File: src/rtl/lsu_ctrl.sv
// lsu_ctrl: load/store control stage in front of a 2^MEM_AW x 32 data memory.
// Accepts byte-addressed RV32 loads/stores on a valid/ready request channel,
// drives the memory word address / rw_mode / byte enables / replicated write
// data, captures the 1-cycle registered read data, aligns and extends it, and
// returns {rdata, err} on a valid/ready response channel.
//
// Ports:
//   i_clk, i_rst                        clock, async active-high reset
//   in_req_valid / out_req_ready        request handshake
//   in_req_we, in_req_funct3            store flag, RV32 funct3
//   in_req_addr, in_req_wdata           byte address, LSB-justified store data
//   out_resp_valid / in_resp_ready      response handshake
//   out_resp_rdata, out_resp_err        extended load data, error flag
//   out_mem_addr, out_mem_rw_mode       memory word address, 0=read 1=write
//   out_mem_write_data, out_mem_byte_en byte-replicated data, byte enables
//   in_mem_data                         memory read data (cycle after read edge)
//
// Build option: define LSU_MISALIGN_ERR_EN to report misaligned half/word
// accesses as errors; otherwise the low offset bits are forced to zero.
module lsu_ctrl #(
  parameter int unsigned MEM_AW    = 10,
  parameter logic [31:0] BASE_ADDR = 32'h0000_0000
) (
  input  logic              i_clk,
  input  logic              i_rst,
  input  logic              in_req_valid,
  output logic              out_req_ready,
  input  logic              in_req_we,
  input  logic [2:0]        in_req_funct3,
  input  logic [31:0]       in_req_addr,
  input  logic [31:0]       in_req_wdata,
  output logic              out_resp_valid,
  input  logic              in_resp_ready,
  output logic [31:0]       out_resp_rdata,
  output logic              out_resp_err,
  output logic [MEM_AW-1:0] out_mem_addr,
  output logic              out_mem_rw_mode,
  output logic [31:0]       out_mem_write_data,
  output logic [3:0]        out_mem_byte_en,
  input  logic [31:0]       in_mem_data
);

  localparam logic [32:0] SPAN = 33'(1) << (MEM_AW + 2);

  typedef enum logic [1:0] {IDLE, ACCESS, CAPTURE, RESP} state_t;

  state_t state_q, state_d;

  logic              we_q, we_d;
  logic [2:0]        f3_q, f3_d;
  logic [1:0]        boff_q, boff_d;
  logic              ready_d, valid_d, err_d, rw_d;
  logic [31:0]       rdata_d, wd_d;
  logic [3:0]        be_d;
  logic [MEM_AW-1:0] maddr_d;

  // Request decode: offset, range, funct3 legality, aligned byte offset.
  logic [31:0] off_c;
  logic        in_range_c, f3_ok_c, bad_c;
  logic [1:0]  boff_c;

  always_comb begin
    off_c      = in_req_addr - BASE_ADDR;
    in_range_c = (in_req_addr >= BASE_ADDR) && ({1'b0, off_c} < SPAN);
    if (in_req_we) f3_ok_c = (in_req_funct3[2] == 1'b0) && (in_req_funct3[1:0] != 2'b11);
    else           f3_ok_c = (in_req_funct3[1:0] != 2'b11) && (in_req_funct3 != 3'b110);
    case (in_req_funct3[1:0])
      2'b00:   boff_c = off_c[1:0];
      2'b01:   boff_c = {off_c[1], 1'b0};
      default: boff_c = 2'b00;
    endcase
`ifdef LSU_MISALIGN_ERR_EN
    bad_c = !in_range_c || !f3_ok_c ||
            ((in_req_funct3[1:0] == 2'b01) && off_c[0]) ||
            ((in_req_funct3[1:0] == 2'b10) && (off_c[1:0] != 2'b00));
`else
    bad_c = !in_range_c || !f3_ok_c;
`endif
  end

  // Load data alignment and extension for the CAPTURE cycle.
  logic [31:0] shifted_c, ext_c;

  always_comb begin
    shifted_c = in_mem_data >> {boff_q, 3'b000};
    case (f3_q)
      3'b000:  ext_c = {{24{shifted_c[7]}}, shifted_c[7:0]};
      3'b100:  ext_c = {24'h0, shifted_c[7:0]};
      3'b001:  ext_c = {{16{shifted_c[15]}}, shifted_c[15:0]};
      3'b101:  ext_c = {16'h0, shifted_c[15:0]};
      default: ext_c = shifted_c;
    endcase
  end

  // Next-state and next-output logic.
  always_comb begin
    state_d = state_q;
    we_d    = we_q;
    f3_d    = f3_q;
    boff_d  = boff_q;
    rdata_d = out_resp_rdata;
    err_d   = out_resp_err;
    maddr_d = out_mem_addr;
    wd_d    = out_mem_write_data;
    rw_d    = 1'b0;
    be_d    = 4'b0000;
    case (state_q)
      IDLE: begin
        if (in_req_valid) begin
          we_d    = in_req_we;
          f3_d    = in_req_funct3;
          boff_d  = boff_c;
          rdata_d = 32'h0;
          err_d   = bad_c;
          if (bad_c) begin
            state_d = RESP;
          end else begin
            state_d = ACCESS;
            maddr_d = off_c[MEM_AW+1:2];
            if (in_req_we) begin
              rw_d = 1'b1;
              case (in_req_funct3[1:0])
                2'b00: begin
                  be_d = 4'b0001 << boff_c;
                  wd_d = {4{in_req_wdata[7:0]}};
                end
                2'b01: begin
                  be_d = 4'b0011 << boff_c;
                  wd_d = {2{in_req_wdata[15:0]}};
                end
                default: begin
                  be_d = 4'b1111;
                  wd_d = in_req_wdata;
                end
              endcase
            end
          end
        end
      end
      ACCESS:  state_d = we_q ? RESP : CAPTURE;
      CAPTURE: begin
        rdata_d = ext_c;
        state_d = RESP;
      end
      RESP:    if (in_resp_ready) state_d = IDLE;
      default: state_d = IDLE;
    endcase
    ready_d = (state_d == IDLE);
    valid_d = (state_d == RESP);
  end

  // State and registered outputs.
  always_ff @(posedge i_clk or posedge i_rst) begin
    if (i_rst) begin
      state_q            <= IDLE;
      we_q               <= 1'b0;
      f3_q               <= 3'b000;
      boff_q             <= 2'b00;
      out_req_ready      <= 1'b1;
      out_resp_valid     <= 1'b0;
      out_resp_rdata     <= 32'h0;
      out_resp_err       <= 1'b0;
      out_mem_addr       <= '0;
      out_mem_rw_mode    <= 1'b0;
      out_mem_write_data <= 32'h0;
      out_mem_byte_en    <= 4'b0000;
    end else begin
      state_q            <= state_d;
      we_q               <= we_d;
      f3_q               <= f3_d;
      boff_q             <= boff_d;
      out_req_ready      <= ready_d;
      out_resp_valid     <= valid_d;
      out_resp_rdata     <= rdata_d;
      out_resp_err       <= err_d;
      out_mem_addr       <= maddr_d;
      out_mem_rw_mode    <= rw_d;
      out_mem_write_data <= wd_d;
      out_mem_byte_en    <= be_d;
    end
  end

endmodule

File: config.mk
export PLATFORM = sky130hd
export DESIGN_NAME = lsu_ctrl
export DESIGN_NICKNAME = d
export VERILOG_FILES = /design/src/rtl/lsu_ctrl.sv
export SDC_FILE = /design/constraint.sdc
export NUM_CORES = 1
export LEC_CHECK = 0
export ABC_AREA = 1
export BUFFER_PORTS_ARGS = -buffer_cell sky130_fd_sc_hd__buf_2
export CORE_ASPECT_RATIO = 0.7
export CORE_MARGIN = 2
export CORE_UTILIZATION = 49
export CTS_CLUSTER_SIZE = 25
export DETAILED_ROUTE_END_ITERATION = 8
export PLACE_DENSITY = 0.8
export SYNTH_ARGS = -nofsm -noshare
export SYNTH_HDL_FRONTEND = slang
export SYNTH_SLANG_ARGS = --single-unit
File: constraint.sdc
create_clock -name i_clk -period 3.9 [get_ports i_clk]
set_clock_uncertainty 0.2 [all_clocks]
set_input_delay 0.78 -clock i_clk [delete_from_list [all_inputs] [get_ports i_clk]]
set_output_delay 0.78 -clock i_clk [all_outputs]
set_load 0.005 [all_outputs]
=== Word level (Yosys, flattened, before mapping) ===
Index checks and enable logic that the tools add are counted.
W data, S select, Z words.

* Memory bits (read-only): 0
* Memory bits (writable): 0
* Latch bits: 0
* Output and inout port bits: 82
* Register bits: 90
* Bits of input ports: 104
* Memories: 0

* Multiplexer cells: 20
* Bitwise logic cells: 2
* Reductions and logical operators: 15
* Shifts and indexed selects: 3
* Equal/unequal tests: 11
* Add/subtract/negate cells: 0
* $lt $le $gt $ge: 2
* Multipliers: 0
* Div/mod/pow operators: 0

{| class="wikitable"
|+ Operator list
! cell !! number
|-
| $pmux W32 S2 || 2
|-
| $pmux W32 S4 || 1
|-
| $ge A32 B1 Y1 const B || 1
|-
| $lt A32 B13 Y1 const B || 1
|-
| $mux W32 || 1
|-
| $shr A32 B5 Y32 || 1
|-
| $mux W4 || 4
|-
| $pmux W2 S4 || 1
|-
| $pmux W4 S2 || 1
|-
| $eq A2 B2 Y1 const B || 3
|-
| $eq A3 B3 Y1 const B || 2
|-
| $logic_not A2 Y1 || 3
|-
| $mux W1 || 6
|-
| $mux W2 || 3
|-
| $eq A2 B1 Y1 const B || 2
|-
| $ne A2 B2 Y1 const B || 2
|-
| $pmux W2 S2 || 1
|-
| $reduce_and A2 Y1 || 2
|-
| $reduce_and A4 Y1 || 1
|-
| $shl A1 B2 Y4 const A || 1
|-
| $shl A2 B2 Y4 const A || 1
|-
| $eq A3 B1 Y1 const B || 1
|-
| $logic_and A1 B1 Y1 || 3
|-
| $logic_not A3 Y1 || 1
|-
| other kinds (6) || 8
|}

=== Logic depth before layout (Yosys ltp) ===
* Word-level depth: 9
* Mapped depth: 10

=== Least setup slack after synthesis ===
Ideal clock, no wire load.

* Path kind: input port to flip-flop
* Start point: input port in_req_we
* End point: register out_mem_write_data[15]
* Cell stages on the path: 8
* Path buffers: 2
* Setup time: 0.117 ns
* Arrival time: 1.682 ns
* Path slack: 1.901 ns
* Required time: 3.583 ns
* Cell sequence: buf_2 -> o21ai_2 -> nand2_2 -> nor2_8 -> nand3_4 -> buf_6 -> nand2_1 -> nand2_1

* Longest elaborated chain between the ends: 5

{| class="wikitable"
|+ Ends and longest elaborated chain
! item !! line !! source
|-
| from (decl) || 28 || <nowiki>input logic in_req_we,</nowiki>
|-
| $mux W1 || 65 || <nowiki>if (in_req_we) f3_ok_c = (in_req_funct3[2] == 1'b0) && (in_req_funct3[1:0] != 2'b11);</nowiki>
|-
| $logic_not A1 Y1 || 77 || <nowiki>bad_c = !in_range_c || !f3_ok_c;</nowiki>
|-
| $logic_or A1 B1 Y1 || 77 ||
|-
| $not A1 Y1 (no line) || -- ||
|-
| $reduce_and A4 Y1 (no line) * || -- ||
|-
| to (signal assigned) || 178 || <nowiki>out_mem_write_data <= wd_d;</nowiki>
|-
| to (decl) || 38 || <nowiki>output logic [31:0] out_mem_write_data,</nowiki>
|}

Mark *: on every way between the ends. The rest lies on a longest branch, timed or not.
A chain may end at the register's enable or synchronous reset.

=== Worst setup path after layout ===
* Start point: register boff_q[0]
* End point: register out_resp_rdata[22]

* Longest elaborated chain between the ends: 3

{| class="wikitable"
|+ Ends and longest elaborated chain
! item !! line !! source
|-
| from (decl) || 51 || <nowiki>logic [1:0] boff_q, boff_d;</nowiki>
|-
| from (signal assigned) || 171 || <nowiki>boff_q <= boff_d;</nowiki>
|-
| $shr A32 B5 Y32 || 85 || <nowiki>shifted_c = in_mem_data >> {boff_q, 3'b000};</nowiki>
|-
| $pmux W32 S4 || 86 || <nowiki>case (f3_q)</nowiki>
|-
| $pmux W32 S2 || 107 || <nowiki>case (state_q)</nowiki>
|-
| to (signal assigned) || 174 || <nowiki>out_resp_rdata <= rdata_d;</nowiki>
|-
| to (decl) || 34 || <nowiki>output logic [31:0] out_resp_rdata,</nowiki>
|}

Every way passes these cells.

==> impl_metrics.env <==
export IMPL_status="finished clean"
export IMPL_synth_seq_cells=90
export IMPL_dieArea_mm2=0.0105
export IMPL_drive_gt1_frac=0.273
export IMPL_grt_usage=0.271
export IMPL_grt_pass1_wl_mm=22.1
export IMPL_finalNetCount=913
export IMPL_n_antenna_cell=0
export IMPL_syn_area_mm2=0.00475
export IMPL_cts_post_setup_buffers_inserted=0
export IMPL_crit_required_ns=3.93
export IMPL_core_region_area_mm2=0.00957
export IMPL_peakVddDrop_mv=0.298
export IMPL_slowest_delay_ns=0.83
export IMPL_multi_input_area_mm2=0.00214
export IMPL_max_freq_mhz=403
export IMPL_drv_slew=0
export IMPL_finalHoldViolCount=0
export IMPL_synthSimpleGateAreaFrac=0.368
export IMPL_p_per_area_mw_per_mm2=603
export IMPL_cpMaxStageDelayCell="dfrtp_1"
export IMPL_syn_nets=753
export IMPL_yosysSeqAreaShare=0.474
export IMPL_crit_family="simple AND/OR/NAND/NOR gates"
export IMPL_grt_overflow_total=0
export IMPL_period_needed_ns=2.48
export IMPL_syn_avg_cell_area_um2=7.32
export IMPL_dp_cells=926
export IMPL_worstPathArrival_ns=2.51
export IMPL_die_w_um=122
export IMPL_min_period_over_period=0.636
export IMPL_crit_top_cell="nand2_1"
export IMPL_synth_area_mux_share=0
export IMPL_synth_area_leader_cell="dfrtp_1"
export IMPL_setup_tns_ns=0
export IMPL_dp_hpwl_mm=10.4
export IMPL_slew_headroom=0.462
export IMPL_final_setup_viol_count=0
export IMPL_instances_no_fill=941
export IMPL_cts_sinks=90
export IMPL_yosysWarnings=0
export IMPL_leakage_uw=0.00358
export IMPL_cts_root_buf="clkbuf_16"
export IMPL_io_pins=186
export IMPL_worstSetupStartpointType="flop"
export IMPL_path_cells="inv_2 > nand2_1 > nand3_1 > nand3_4 > nand3_4 > nand2_1 > nand2_1"
export IMPL_hold_buffers=0
export IMPL_synthAdderAreaFrac=0
export IMPL_die_y_um=86.4
export IMPL_cts_tree="done"
export IMPL_start_util=0.496
export IMPL_synth_top_family_by_area="simple AND/OR/NAND/NOR gates"
export IMPL_grt_max_degree=40
export IMPL_via_per_inst=5.23
export IMPL_grt_pass1_vias=4418
export IMPL_path_clk_slew_ns=0.07
export IMPL_crit_buf_inv=1
export IMPL_power_uw=3600
export IMPL_critPathCaptureType="flop"
export IMPL_hold_class="in -> async"
export IMPL_synth_compound_area_frac=0.0827
export IMPL_fill_cells=892
export IMPL_place_congestion=0.970
export IMPL_cap_violations=0
export IMPL_synthCells=649
export IMPL_final_cell_mix="312 x nand2_1, 185 x buf_2, 89 x dfrtp_1"
export IMPL_routed_wl_mm=14.1
export IMPL_clk_latency_ns=0.34
export IMPL_yosys_top_cells_area="dfrtp_1 47%, nand2_1 25%, nand4_1 4.3%"
export IMPL_drcViolationCount=0
export IMPL_crit_type="reg -> reg"
export IMPL_cts_resized_gates=0
export IMPL_detailedRoute_firstIterationViolations=367
export IMPL_final_common_cell="nand2_1"
export IMPL_clockBufferDepth=2
export IMPL_antenna_found_initial=0
export IMPL_firstDrtPassIters=5
export IMPL_synthToLayoutAreaGrowth_pct=25.6
export IMPL_wl_per_cell_um=14.9
export IMPL_tightestPinTransition_ns=0.804
export IMPL_synth_xor_area_frac=0
export IMPL_port_buffers=185
export IMPL_h_tree_depth=3
export IMPL_detail_route_antenna_nets=0
export IMPL_rows=30
export IMPL_synthDominantCellAreaShare=0.469
export IMPL_ys_types=27
export IMPL_rsz0062_at_grt="no"
export IMPL_numCtsBuffers=9
export IMPL_vias=4919
export IMPL_regArea_mm2=0.00225
export IMPL_critPathMaxFanout=39
## layout make-up
cell class / instances / share of cell area
clock buffer: 9 / 0.0378
multi-input combinational: 485 / 0.359
clock inverter: 6 / 0.0153
tap: 128 / 0.0269
timing repair buffer: 190 / 0.162
sequential: 90 / 0.378
inverter: 33 / 0.0214
## state kept, by name (all words and copies together) (netlist names)
register,flops
out_resp_valid,1
out_resp_err,1
out_mem_write_data,32
boff_q,2
out_mem_byte_en,4
out_mem_addr,10
state_q,2
we_q,1
out_resp_rdata,32
out_mem_rw_mode,1
out_req_ready,1
f3_q,3
## report_power, final
part           internal [µW]  total (µW)  switching [µW]
Sequential              1140        1330             191
Clock                    560         923             363
Combinational            468        1350             878
Total                   2160        3600            1430
## Yosys cell counts
master    number
clkbuf_1      13
nand3_2        1
nor3_1         1
inv_2          4
buf_1          1
buf_6          6
nand3_4        3
nor2_8         1
inv_4          1
nand2_2        2
o211ai_1      11
o21ai_1        4
o21ai_0       38
clkinv_1       1
nor2_1        33
nand2_1      312
buf_4          1
inv_1         27
nand3_1       25
a21oi_1       17
dfstp_2        1
buf_2         20
dfrtp_1       89
nor2_4         2
o22ai_1        1
o21ai_2        1
nand4_1       33
## routing by layer
metal	global-route usage	vias up	part of all wire
met5	0	-	0
met4	0.0794	0	0.016
met3	0.0651	24	0.084
met2	0.378	217	0.43
met1	0.417	2278	0.47
li1	-	2400	-
## logic make-up after synthesis
logic type,Yosys count
simple gates,413
flops,90
compound gates,72
buf+inv,74
## path summary, 6_finish.rpt
kind                                       startpoint  slack [ns]                endpoint  depth (start not counted)
worst max-delay path                        boff_q[0]        1.42      out_resp_rdata[22]                          7
worst min-delay path                            i_rst        0.25      out_resp_rdata[23]                          2
worst max register to register              boff_q[0]        1.42      out_resp_rdata[22]                          7
worst min register to register  out_mem_write_data[7]        0.27   out_mem_write_data[7]                          2
max in group asynchronous                       i_rst        2.44  out_mem_write_data[24]                          3
min in group i_clk              out_mem_write_data[7]        0.27   out_mem_write_data[7]                          2
## metrics by stage
step / setup slack (ns) / util / cell area [µm²] / hold WS, ns
3_3_place_gp: 1.35 / 0.590 / 5650 / 0.249
3_5_place_dp: 1.31 / 0.590 / 5650 / 0.257
5_1_grt: 1.20 / 0.623 / 5960 / 0.280
4_1_cts: 1.46 / 0.623 / 5960 / 0.256
2_1_floorplan: 0.586 / - / 4750 / 0.253
6_report: 1.42 / 0.623 / 5960 / 0.252
Power figures use the tool's default switching activity.
